[src/rtl/change_dispenser.sv]
// Greedy change dispenser: offers quarters/dimes/nickels/pennies one at a time under a valid/ack handshake.
// Defining CHANGE_DISPENSER_COINCNT_EN adds the coin_count output.
module change_dispenser #(
    parameter int unsigned ACK_TIMEOUT = 16
) (
    input  logic       clk,
    input  logic       reset,
    input  logic       start,
    input  logic [7:0] amount,
    input  logic       coin_ack,
    output logic       coin_valid,
    output logic       quarter_out,
    output logic       dime_out,
    output logic       nickel_out,
    output logic       penny_out,
    output logic [7:0] remaining,
    output logic       busy,
    output logic       done,
    output logic       error
`ifdef CHANGE_DISPENSER_COINCNT_EN
    ,
    output logic [7:0] coin_count
`endif
);

    typedef enum logic [1:0] {IDLE, OFFER, DONE, ERROR} state_t;

    // Timer value on the last cycle a coin may sit unacknowledged.
    localparam logic [7:0] TIMEOUT_LAST = 8'(ACK_TIMEOUT - 1);

    state_t     r_state;
    state_t     w_next_state;
    logic [7:0] r_remaining;
    logic [7:0] r_timer;
    logic       r_error;
    logic [7:0] w_coin_value;
    logic       w_offer;
    logic       w_accept;
    logic       w_timeout;
    logic       w_start;

    assign w_offer   = (r_state == OFFER);
    assign w_accept  = w_offer && coin_ack;
    assign w_timeout = w_offer && !coin_ack && (r_timer == TIMEOUT_LAST);
    assign w_start   = start && ((r_state == IDLE) || (r_state == ERROR));

    // Greedy pick from the registered balance, so the offer cannot change until the balance does.
    always_comb begin
        // NOTE: every output of a combinational block gets a default first, otherwise a latch is inferred.
        w_coin_value = 8'd1;
        quarter_out  = 1'b0;
        dime_out     = 1'b0;
        nickel_out   = 1'b0;
        penny_out    = 1'b0;
        if (r_remaining >= 8'd25) begin
            w_coin_value = 8'd25;
            quarter_out  = w_offer;
        end else if (r_remaining >= 8'd10) begin
            w_coin_value = 8'd10;
            dime_out     = w_offer;
        end else if (r_remaining >= 8'd5) begin
            w_coin_value = 8'd5;
            nickel_out   = w_offer;
        end else begin
            penny_out    = w_offer;
        end
    end

    always_comb begin
        w_next_state = r_state;
        case (r_state)
            IDLE, ERROR: begin
                if (w_start) w_next_state = (amount != 8'd0) ? OFFER : DONE;
            end
            OFFER: begin
                if (w_accept) begin
                    if (r_remaining == w_coin_value) w_next_state = DONE;
                end else if (w_timeout) begin
                    w_next_state = ERROR;
                end
            end
            DONE:    w_next_state = IDLE;
            default: w_next_state = IDLE;
        endcase
    end

    always_ff @(posedge clk) begin
        // NOTE: registers use non-blocking assignments so every flop samples pre-edge values.
        if (!reset) r_state <= IDLE;
        else        r_state <= w_next_state;
    end

    always_ff @(posedge clk) begin
        if (!reset) begin
            r_remaining <= 8'd0;
            r_timer     <= 8'd0;
            r_error     <= 1'b0;
        end else if (w_start) begin
            r_remaining <= amount;
            r_timer     <= 8'd0;
            r_error     <= 1'b0;
        end else if (w_accept) begin
            r_remaining <= r_remaining - w_coin_value;
            r_timer     <= 8'd0;
        end else if (w_timeout) begin
            r_timer     <= 8'd0;
            r_error     <= 1'b1;
        end else if (w_offer) begin
            r_timer     <= r_timer + 8'd1;
        end
    end

`ifdef CHANGE_DISPENSER_COINCNT_EN
    logic [7:0] r_coin_count;

    always_ff @(posedge clk) begin
        if (!reset)        r_coin_count <= 8'd0;
        else if (w_start)  r_coin_count <= 8'd0;
        else if (w_accept) r_coin_count <= r_coin_count + 8'd1;
    end

    assign coin_count = r_coin_count;
`endif

    assign coin_valid = w_offer;
    assign busy       = w_offer;
    assign done       = (r_state == DONE);
    assign error      = r_error;
    assign remaining  = r_remaining;

endmodule

[config.mk]
export PLATFORM = sky130hd
export DESIGN_NAME = change_dispenser
export DESIGN_NICKNAME = d
export VERILOG_FILES = /design/src/rtl/change_dispenser.sv
export SDC_FILE = /design/constraint.sdc
export NUM_CORES = 1
export LEC_CHECK = 0
export CORE_UTILIZATION = 30
export CTS_BUF_LIST = sky130_fd_sc_hd__clkbuf_8
export DETAILED_ROUTE_END_ITERATION = 7
export GPL_TIMING_DRIVEN = 0
export SYNTH_ARGS = -nofsm -noshare
export SYNTH_HDL_FRONTEND = slang
export SYNTH_SLANG_ARGS = --single-unit
[constraint.sdc]
create_clock -name clk -period 3.3 [get_ports clk]
set_input_delay 0.33 -clock clk [delete_from_list [all_inputs] [get_ports clk]]
set_output_delay 0.33 -clock clk [all_outputs]
set_load 0.005 [all_outputs]
==> out/metrics.cfg, run 1 <==
[global_routing]
grtUsageMet3 = 0.0462
groute.usage.overall = 0.167
grt_pass1_wl_um = 5570
busiest_layer = met2
grt_antenna_before_repair = 0
grt_max_degree = 11
gr-usage-met1 = 0.223
gr-total-overflow = 0
met2_usage = 0.268
grt_pass1_vias = 1176

[yosys]
yosysMostFrequentCell = dfxtp_1
syn_area_mm2 = 0.00125
async_flop_share = 0
yosysUniqueCellTypes = 43
syn_area_per_cell_um2 = 8.06
synth_top_area_cell = dfxtp_1
synthTopCellsByArea = dfxtp_1, ha_1, nor2_1
synth-main-ff-cell = dfxtp_1
yosysSeqAreaShare = 0.305
syn_nets = 176
yosys_warnings = 0
netlist_instances = 155
yosys_register_bits = 19
yosys.area.top_type_share = 0.305
netlist_top_cells_count = dfxtp_1, nor2_1, nand2_1
synth_edf_count = 0

[layout]
fin_util = 0.407
layout.nets = 208
drive_gt1_frac = 0.0430
n_antenna_cell = 0
syn_to_final_growth_pct = 30.3

[route]
viasPerCell = 5.07
drt_iter0_markers = 62
wire_per_inst_um = 13.6
drc = 0
drtPass1Iterations = 4
routed_wl_um = 3200
dr_total_vias = 1197
ant_nets = 0

[sta]
slew_headroom = 0.584
min_period_ns = 3.05
min_period_over_period = 0.924
setup_ws_ns = 0.250
setup-tns-final_ns = 0
clock_skew_ns = 0.0109
fmax_mhz = 328
finalHoldWorstSlack_ns = 0.463
tightest_slew_ns = 0.617
rsz0062_at_grt = false
hold_viol_final = 0
setup_viol = 0
slew_violations = 0

[setup_path]
path_cells = nor3_1, nand2_1, o21ai_0, ha_1, nor2b_1, o2111a_1, or4b_2, a31oi_1
crit_path_top_delay_cell = or4b_2
path_max_fanout = 5
worstPathRequired_ns = 3.48
crit_path_start_kind = flop
critPathKind = flop to flop
end_kind = flop
r2r_end = remaining[5]
r2r_slack_ns = 0.25
cpPeakStageDelay_ns = 0.65
ff2ff_path_depth = 8
cp.arrival_ns = 3.23
r2r-start = remaining[6]

[die]
die_w_um = 66.5
num_rows = 23
die_h_um = 66.5
coreArea_mm2 = 0.00400
dieArea_mm2 = 0.00442
initial_core_util = 0.312
ios = 28

[clock_tree]
cts_setup_buffers = 0
cts_made_buffers = 3
cts_tree = done
root_buffer = clkbuf_8
cts-resized-gates = 0
insertion_delay_ns = 0.27
htreeDepth = 1
cts_hold_buf = 0
clock_path_buffers = 2
cts.sinks = 19
path_clk_slew_ns = 0.08

[job]
drv_cap = 0

[power_and_ir_drop]
ir_worst_vdd_v = 0.000280
p_leak_nw = 0.609
p_per_area_mw_per_mm2 = 752
p_total_mw = 1.22

[min_path]
hold_end = error
worstHoldStart = error
hp-class = flop to flop
min_path_cells = 2

[placement]
post-dp-hpwl_um = 2450
dp_slack_ns = 0.275
place_congestion = 0.783
portBuffers = 27

[run_status]
outcome = finished clean

==> where the power goes <==
group / switching [mW] / total [mW] / leakage (nW) / internal (mW)
clock network: 0.0835 / 0.166 / 0.0269 / 0.0830
logic: 0.381 / 0.729 / 0.427 / 0.348
registers: 0.0558 / 0.329 / 0.155 / 0.273
total: 0.520 / 1.22 / 0.609 / 0.703
==> kinds of logic after synthesis <==
group                      count (synthesis)  share of synthesized area
xor gates and xnor gates                   8                     0.0561
and+or+nand+nor                           68                      0.283
adders and majority gates                  9                     0.0962
AOI/OAI and AO/OA                         33                      0.187
muxes                                      3                     0.0240
DFF                                       19                      0.305
buffers and inverters                     15                     0.0491
==> metrics by stage <==
| stage | instance area (µm²) | cells |
|---|---|---|
| 2_1_floorplan | 1250 | 155 |
| 3_3_place_gp | 1580 | 232 |
| 3_5_place_dp | 1580 | 232 |
| 4_1_cts | 1630 | 236 |
| 5_1_grt | 1630 | 236 |
| 6_report | 1630 | 236 |
==> sequential cells by signal, summed over array words and instances (netlist names) <==
register   count
remaining      8
r_state        2
r_timer        8
error          1
==> cell type report <==
cell class,count,area [µm²]
Clock inverter,1,3.75
Sequential cell,19,380
Fill cell,439,2370
Timing Repair Buffer,27,270
Inverter,9,33.8
Multi-Input combinational cell,121,807
Tap cell,50,62.6
Buffer,6,27.5
Clock buffer,3,41.3
==> cell usage in the layout (no fill, tap or decap), types with 2 or more instances in the layout <==
cell             instances
clkdlybuf4s50_1         27
dfxtp_1                 19
nor2_1                  18
nand2_1                 17
inv_1                   10
o21ai_0                  9
ha_1                     8
nand4_1                  5
a31oi_1                  5
a21oi_1                  5
clkbuf_1                 4
nand3_1                  4
xnor2_1                  4
xor2_1                   4
and2_1                   3
and3_1                   3
mux2i_1                  3
o211ai_1                 3
clkbuf_8                 3
nor3_1                   2
nand2b_1                 2
nor4_1                   2
a21o_1                   2
or4_1                    2
or3_1                    2
==> worst max-delay path, delay by kind of cell, from the launching register on <==
kind,cells,cell delay [ns]
simple gates,4,1.28
compound gates,3,0.99
flops,1,0.35
fa+ha+maj,1,0.35
==> routing by layer <==
metal  up-vias  routed length (µm)
li1        618                   -
met1       544                1610
met2        31                1400
met3         4                 169
met4         0                  21
met5         -                   0
==> how the worst max path moves through the flow <==
stage | startpoint | to | depth (start not counted)
after global placement | remaining[5] | remaining[5] | 8
final | remaining[6] | remaining[5] | 8
after detailed placement | remaining[5] | remaining[5] | 8
after global routing | remaining[6] | remaining[5] | 8
after floorplan | remaining[5] | remaining[5] | 8
after CTS | remaining[6] | remaining[5] | 8
No activity file was read; power rests on OpenSTA's default activity.
==> inputs of run 2 (changes only) <==
--- a/config.mk
+++ b/config.mk
@@ -5,10 +5,11 @@
 export SDC_FILE = /design/constraint.sdc
 export NUM_CORES = 1
 export LEC_CHECK = 0
-export CORE_UTILIZATION = 30
+export CORE_UTILIZATION = 45
 export CTS_BUF_LIST = sky130_fd_sc_hd__clkbuf_8
 export DETAILED_ROUTE_END_ITERATION = 7
 export GPL_TIMING_DRIVEN = 0
+export PLACE_DENSITY = 0.73
 export SYNTH_ARGS = -nofsm -noshare
 export SYNTH_HDL_FRONTEND = slang
 export SYNTH_SLANG_ARGS = --single-unit
==> out/metrics.cfg, run 2 (same netlist as run 1, synthesis figures left out) <==
[setup_path]
critPathKind = flop to flop
path_cells = nor3_1, nand2_1, o21ai_0, ha_1, nor2b_1, o2111a_1, or4b_2, a31oi_1
crit_path_start_kind = flop
path_max_fanout = 5  ; unchanged
cp_top_family = simple AND/OR/NAND/NOR gates
crit_path_end = remaining[5]
r2r_slack_ns = 0.20  ; -0.05 ns
crit_start = remaining[5]
path_buf_inv = 0  ; unchanged
ff2ff_path_depth = 8  ; unchanged
path_depth = 8  ; unchanged
r2r_end = remaining[5]
cp.arrival_ns = 3.29  ; +0.06 ns
crit_path_top_delay_cell = or4b_2
worstPathRequired_ns = 3.49  ; about the same
end_kind = flop
r2r-start = remaining[5]
cpPeakStageDelay_ns = 0.63  ; -0.02 ns

[layout]
regArea_um2 = 380  ; unchanged
fin_util = 0.630  ; +0.223
num-fill-cells = 242  ; -45%
multiInputGateArea_um2 = 807  ; unchanged
layout.nets = 208  ; unchanged
n_antenna_cell = 0  ; unchanged
final_common_cell = clkdlybuf4s50_1
design_area_mm2 = 0.00160  ; -1.5%
syn_to_final_growth_pct = 28.4
drive_gt1_frac = 0.0484  ; +0.00538
layout_common_cells = clkdlybuf4s50_1, dfxtp_1, nor2_1

[global_routing]
grt_max_degree = 12  ; +1
grt_pass1_vias = 1131  ; -3.8%
grtUsageMet3 = 0.0444  ; -0.00179
busiest_layer = met2
grt_antenna_before_repair = 0  ; unchanged
groute.usage.overall = 0.239  ; +0.0716
gr-usage-met1 = 0.311  ; +0.0872
grt_pass1_wl_um = 5030  ; -9.7%
gr-total-overflow = 0  ; unchanged
met2_usage = 0.386  ; +0.118

[clock_tree]
cts_tree = done
clock_path_buffers = 2  ; unchanged
root_buffer = clkbuf_8
htreeDepth = 1  ; unchanged
cts_setup_buffers = 0  ; unchanged
cts_made_buffers = 3  ; unchanged
insertion_delay_ns = 0.26  ; about the same
cts-resized-gates = 0  ; unchanged
cts.sinks = 19  ; unchanged
path_clk_slew_ns = 0.08  ; about the same
cts_hold_buf = 0  ; unchanged

[sta]
hold_viol_final = 0  ; unchanged
finalHoldWorstSlack_ns = 0.480  ; +0.0168 ns
slew_violations = 0  ; unchanged
setup-tns-final_ns = 0  ; unchanged
slew_headroom = 0.620  ; +0.0355
min_period_ns = 3.10  ; +0.0528 ns
clock_skew_ns = 0.00387  ; -0.00705 ns
fmax_mhz = 322  ; -1.7%
setup_viol = 0  ; unchanged
rsz0062_at_grt = false
tightest_slew_ns = 0.564  ; -0.0527 ns
min_period_over_period = 0.940  ; +0.0160

[min_path]
hp-class = flop to flop

[route]
routed_wl_um = 3190  ; -0.53%
drt_iter0_markers = 28  ; -55%
drtPass1Iterations = 4  ; unchanged
drc = 0  ; unchanged
dr_total_vias = 1242  ; +3.8%
ant_nets = 0  ; unchanged
wire_per_inst_um = 14.8  ; +8.7%
viasPerCell = 5.75  ; +13%

[placement]
place_area_mm2 = 0.00156  ; -1.6%
portBuffers = 27  ; unchanged
place_congestion = 0.854  ; +9.1%
post-dp-hpwl_um = 2450  ; -0.29%

[die]
num_rows = 18  ; -22%
die_h_um = 54.7  ; -18%
initial_core_util = 0.491  ; +0.178
die_w_um = 54.7  ; -18%
ios = 28  ; unchanged
coreArea_mm2 = 0.00254  ; -36%
dieArea_mm2 = 0.00299  ; -32%

[power_and_ir_drop]
p_leak_nw = 0.608  ; -0.23%
ir_worst_vdd_v = 0.000479  ; +71%
p_per_area_mw_per_mm2 = 767  ; +2.0%

[run_status]
outcome = finished clean

[job]
drv_cap = 0  ; unchanged

## run 2: changes by cell type in the layout (fill, tap and decap cells not counted)
cell and change:
clkinv_2 +1, inv_1 -1
## run 2: worst min path at each step
stage / start / depth (start not counted) / endpoint
after floorplan: error / 2 / error
after global placement: error / 2 / error
after detailed placement: r_state[1] / 2 / r_state[1]
after CTS: r_state[1] / 2 / r_state[1]
after global routing: r_state[1] / 2 / r_state[1]
final: r_state[1] / 2 / r_state[1]
## run 2: worst register-to-register path: cells and delay by family (launching register included)
kind	cells	cell delay (ns)
compound gates	3	0.95
fa+ha+maj	1	0.35
flops	1	0.35
simple gates	4	1.38
## run 2: stage by stage
| stage | std cells | power, mW | worst slack [ns] |
|---|---|---|---|
| 2_1_floorplan | 155 | 0.804 | 0.669 |
| 3_3_place_gp | 212 | 1.04 | 0.356 |
| 3_5_place_dp | 212 | 1.06 | 0.237 |
| 4_1_cts | 216 | 1.23 | 0.210 |
| 5_1_grt | 216 | 1.34 | 0.0362 |
| 6_report | 216 | 1.23 | 0.198 |
## run 2: report_power, final
| group | internal, mW | leakage [nW] | switching (mW) | total [mW] |
|---|---|---|---|---|
| combinational | 0.351 | 0.427 | 0.381 | 0.732 |
| clock | 0.0842 | 0.0255 | 0.0829 | 0.167 |
| sequential | 0.273 | 0.155 | 0.0578 | 0.330 |
## run 2: routing by layer
layer  share of wire  up-vias  wire length [µm]
met5               0        -                 0
met2            0.45       47              1430
met4           0.014        0                44
met1            0.47      567              1490
met3           0.071        5               226
li1                -      623                 -
## run 2: area by class of cell
| class | instances | share of cell area |
|---|---|---|
| tap | 30 | 0.0234 |
| clock buffer | 3 | 0.0258 |
| sequential | 19 | 0.237 |
| buffer | 6 | 0.0172 |
| multi-input combinational | 121 | 0.504 |
| clock inverter | 1 | 0.00312 |
| timing repair buffer | 27 | 0.169 |
| inverter | 9 | 0.0211 |
==> inputs of run 3 (changes only) <==
--- a/config.mk
+++ b/config.mk
@@ -5,11 +5,13 @@
 export SDC_FILE = /design/constraint.sdc
 export NUM_CORES = 1
 export LEC_CHECK = 0
+export ABC_AREA = 1
+export CORE_MARGIN = 2
 export CORE_UTILIZATION = 45
 export CTS_BUF_LIST = sky130_fd_sc_hd__clkbuf_8
 export DETAILED_ROUTE_END_ITERATION = 7
 export GPL_TIMING_DRIVEN = 0
-export PLACE_DENSITY = 0.73
+export PLACE_DENSITY = 0.71
 export SYNTH_ARGS = -nofsm -noshare
 export SYNTH_HDL_FRONTEND = slang
 export SYNTH_SLANG_ARGS = --single-unit
==> out/metrics.cfg, run 3 <==
[clock_tree]
cts_hold_buf = 0  ; unchanged
htreeDepth = 1  ; unchanged
cts-resized-gates = 0  ; unchanged
cts_made_buffers = 3  ; unchanged
insertion_delay_ns = 0.26  ; about the same
cts_setup_buffers = 0  ; unchanged
cts.sinks = 19  ; unchanged
clock_path_buffers = 2  ; unchanged
path_clk_slew_ns = 0.08  ; about the same
root_buffer = clkbuf_8
cts_tree = done

[yosys]
synth_top_area_cell = dfxtp_1
syn_nets = 232  ; +32%
syn_area_per_cell_um2 = 6.64  ; -18%
synth_edf_count = 0  ; unchanged
synthTopCellsByArea = dfxtp_1, nand2_1, inv_1
yosysSeqAreaShare = 0.272  ; -0.0329
syn_area_mm2 = 0.00140  ; +12%
netlist_top_cells_count = nand2_1, inv_1, nor2_1
yosysMostFrequentCell = nand2_1
yosys.area.top_type_share = 0.272  ; -0.0329
netlist_instances = 211  ; +36%
synth-main-ff-cell = dfxtp_1
yosys_warnings = 0  ; unchanged
async_flop_share = 0  ; unchanged
yosys_register_bits = 19  ; unchanged
yosysUniqueCellTypes = 31  ; -28%

[die]
coreArea_mm2 = 0.00300  ; +18%
die_w_um = 59.8  ; +9.3%
ios = 28  ; unchanged
dieArea_mm2 = 0.00357  ; +20%
die_h_um = 59.8  ; +9.3%
initial_core_util = 0.466  ; -0.0244
num_rows = 20  ; +2

[sta]
fmax_mhz = 425  ; +32%
slew_violations = 0  ; unchanged
min_period_ns = 2.35  ; -0.751 ns
setup_viol = 0  ; unchanged
clock_skew_ns = 0.00254  ; -0.00133 ns
finalHoldWorstSlack_ns = 0.493  ; +0.0133 ns
rsz0062_at_grt = false
tightest_slew_ns = 0.380  ; -0.184 ns
min_period_over_period = 0.712  ; -0.228
hold_viol_final = 0  ; unchanged
setup-tns-final_ns = 0  ; unchanged
slew_headroom = 0.746  ; +0.126

[power_and_ir_drop]
p_clk_frac = 0.105  ; -0.031
p_seq_frac = 0.212  ; -0.057
p_leak_nw = 0.775  ; +27%
switching_share = 0.490  ; +0.0658
p_int_mw = 0.820  ; +16%
ir_worst_vdd_v = 0.000472  ; -1.3%
p_sw_mw = 0.789  ; +51%
p_per_area_mw_per_mm2 = 915  ; +19%
pwr-share-comb = 0.682  ; +0.087

[layout]
layout_common_cells = nand2_1, inv_1, nor2_1, clkdlybuf4s50_1, dfxtp_1
final_common_cell = nand2_1
n_antenna_cell = 0  ; unchanged
design_area_mm2 = 0.00176  ; +9.7%
fin_util = 0.585  ; -0.0444
syn_to_final_growth_pct = 25.6
final_cells = 275  ; +27%
drive_gt1_frac = 0.120  ; +0.0714
num-fill-cells = 306  ; +26%
layout.nets = 264  ; +27%

[placement]
placedCellCount = 271  ; +28%
portBuffers = 27  ; unchanged
place_area_mm2 = 0.00171  ; +10%
post-dp-hpwl_um = 2560  ; +4.7%
place_congestion = 0.936  ; +9.6%

[route]
viasPerCell = 5.10  ; -11%
wire_per_inst_um = 12.1  ; -18%
drc = 0  ; unchanged
drtPass1Iterations = 4  ; unchanged
ant_nets = 0  ; unchanged
routed_wl_um = 3320  ; +4.2%
drt_iter0_markers = 59  ; +110%
dr_total_vias = 1402  ; +13%

[global_routing]
grt_pass1_wl_um = 5340  ; +6.2%
grt_antenna_before_repair = 0  ; unchanged
grt_pass1_vias = 1199  ; +6.0%
gr-total-overflow = 0  ; unchanged
grt_max_degree = 12  ; unchanged
groute.usage.overall = 0.197  ; -0.0416

[setup_path]
worstPathRequired_ns = 3.48  ; about the same
critPathKind = flop to flop
end_kind = flop
cp.arrival_ns = 2.54  ; -0.75 ns
crit_path_start_kind = flop
path_max_fanout = 7  ; +2

[job]
drv_cap = 0  ; unchanged

[run_status]
outcome = finished clean

[min_path]
hp-class = flop to flop

==> run 3: logic make-up (layout without fill, tap and decap cells) <==
group                      count (synthesis)  after routing  synth area share
xor gates and xnor gates                   5              5            0.0313
adders and majority gates                  9              9            0.0858
AOI/OAI and AO/OA                         23             23            0.0929
DFF                                       19             19             0.272
buffers and inverters                     37             68             0.102
and+or+nand+nor                          118            118             0.416
==> run 3: cell type report <==
cell class	instances	area [µm²]	share of cell area
Multi-Input combinational cell	155	877	0.499
Sequential cell	19	380	0.216
Timing Repair Buffer	27	270	0.154
Inverter	36	135	0.0769
Clock buffer	3	41.3	0.0235
Tap cell	33	41.3	0.0235
Buffer	1	7.51	0.00427
Clock inverter	1	5.00	0.00285
==> run 3: layer usage <==
metal / vias to the layer above / wire (µm) / GRT usage
li1: 732 / - / -
met1: 626 / 1620 / 0.280
met2: 35 / 1470 / 0.306
met3: 9 / 195 / 0.0390
met4: 0 / 41 / 0.0476
met5: - / 0 / 0
==> run 3: critical path, stage by stage (launching register included) <==
cell and delay [ns]:
dfxtp_1 0.38, nor4_1 0.36, nand2_1 0.15, nand2_1 0.19, ha_1 0.19, inv_1 0.08
fa_1 0.40, inv_1 0.08, nor2_2 0.05, nand2_1 0.07, nand4_1 0.07, nand2_1 0.07
nand2_1 0.04, a21oi_1 0.13
==> run 3: final timing paths <==
path | from | to | slack (ns) | cells after the start
hold / removal | r_timer[1] | r_timer[1] | 0.49 | 2
setup / recovery | remaining[5] | remaining[6] | 0.95 | 13
hold reg to reg | r_timer[1] | r_timer[1] | 0.49 | 2
setup reg to reg | remaining[5] | remaining[6] | 0.95 | 13
==> run 3: through the flow <==
stage / total power [mW] / setup slack, ns
after global placement: 1.42 / 0.993
final: 1.61 / 0.949
after global routing: 1.79 / 0.694
after CTS: 1.62 / 0.924
after detailed placement: 1.43 / 0.997
after floorplan: 1.12 / 1.27
==> run 3: power by group through the flow <==
| stage | sequential, mW | combinational [mW] | clock [mW] |
|---|---|---|---|
| floorplan | 0.335 | 0.785 | 0 |
| global placement | 0.348 | 1.08 | 0 |
| detailed placement | 0.346 | 1.09 | 0 |
| CTS | 0.341 | 1.10 | 0.173 |
| global route | 0.349 | 1.26 | 0.182 |
| finish | 0.341 | 1.10 | 0.170 |
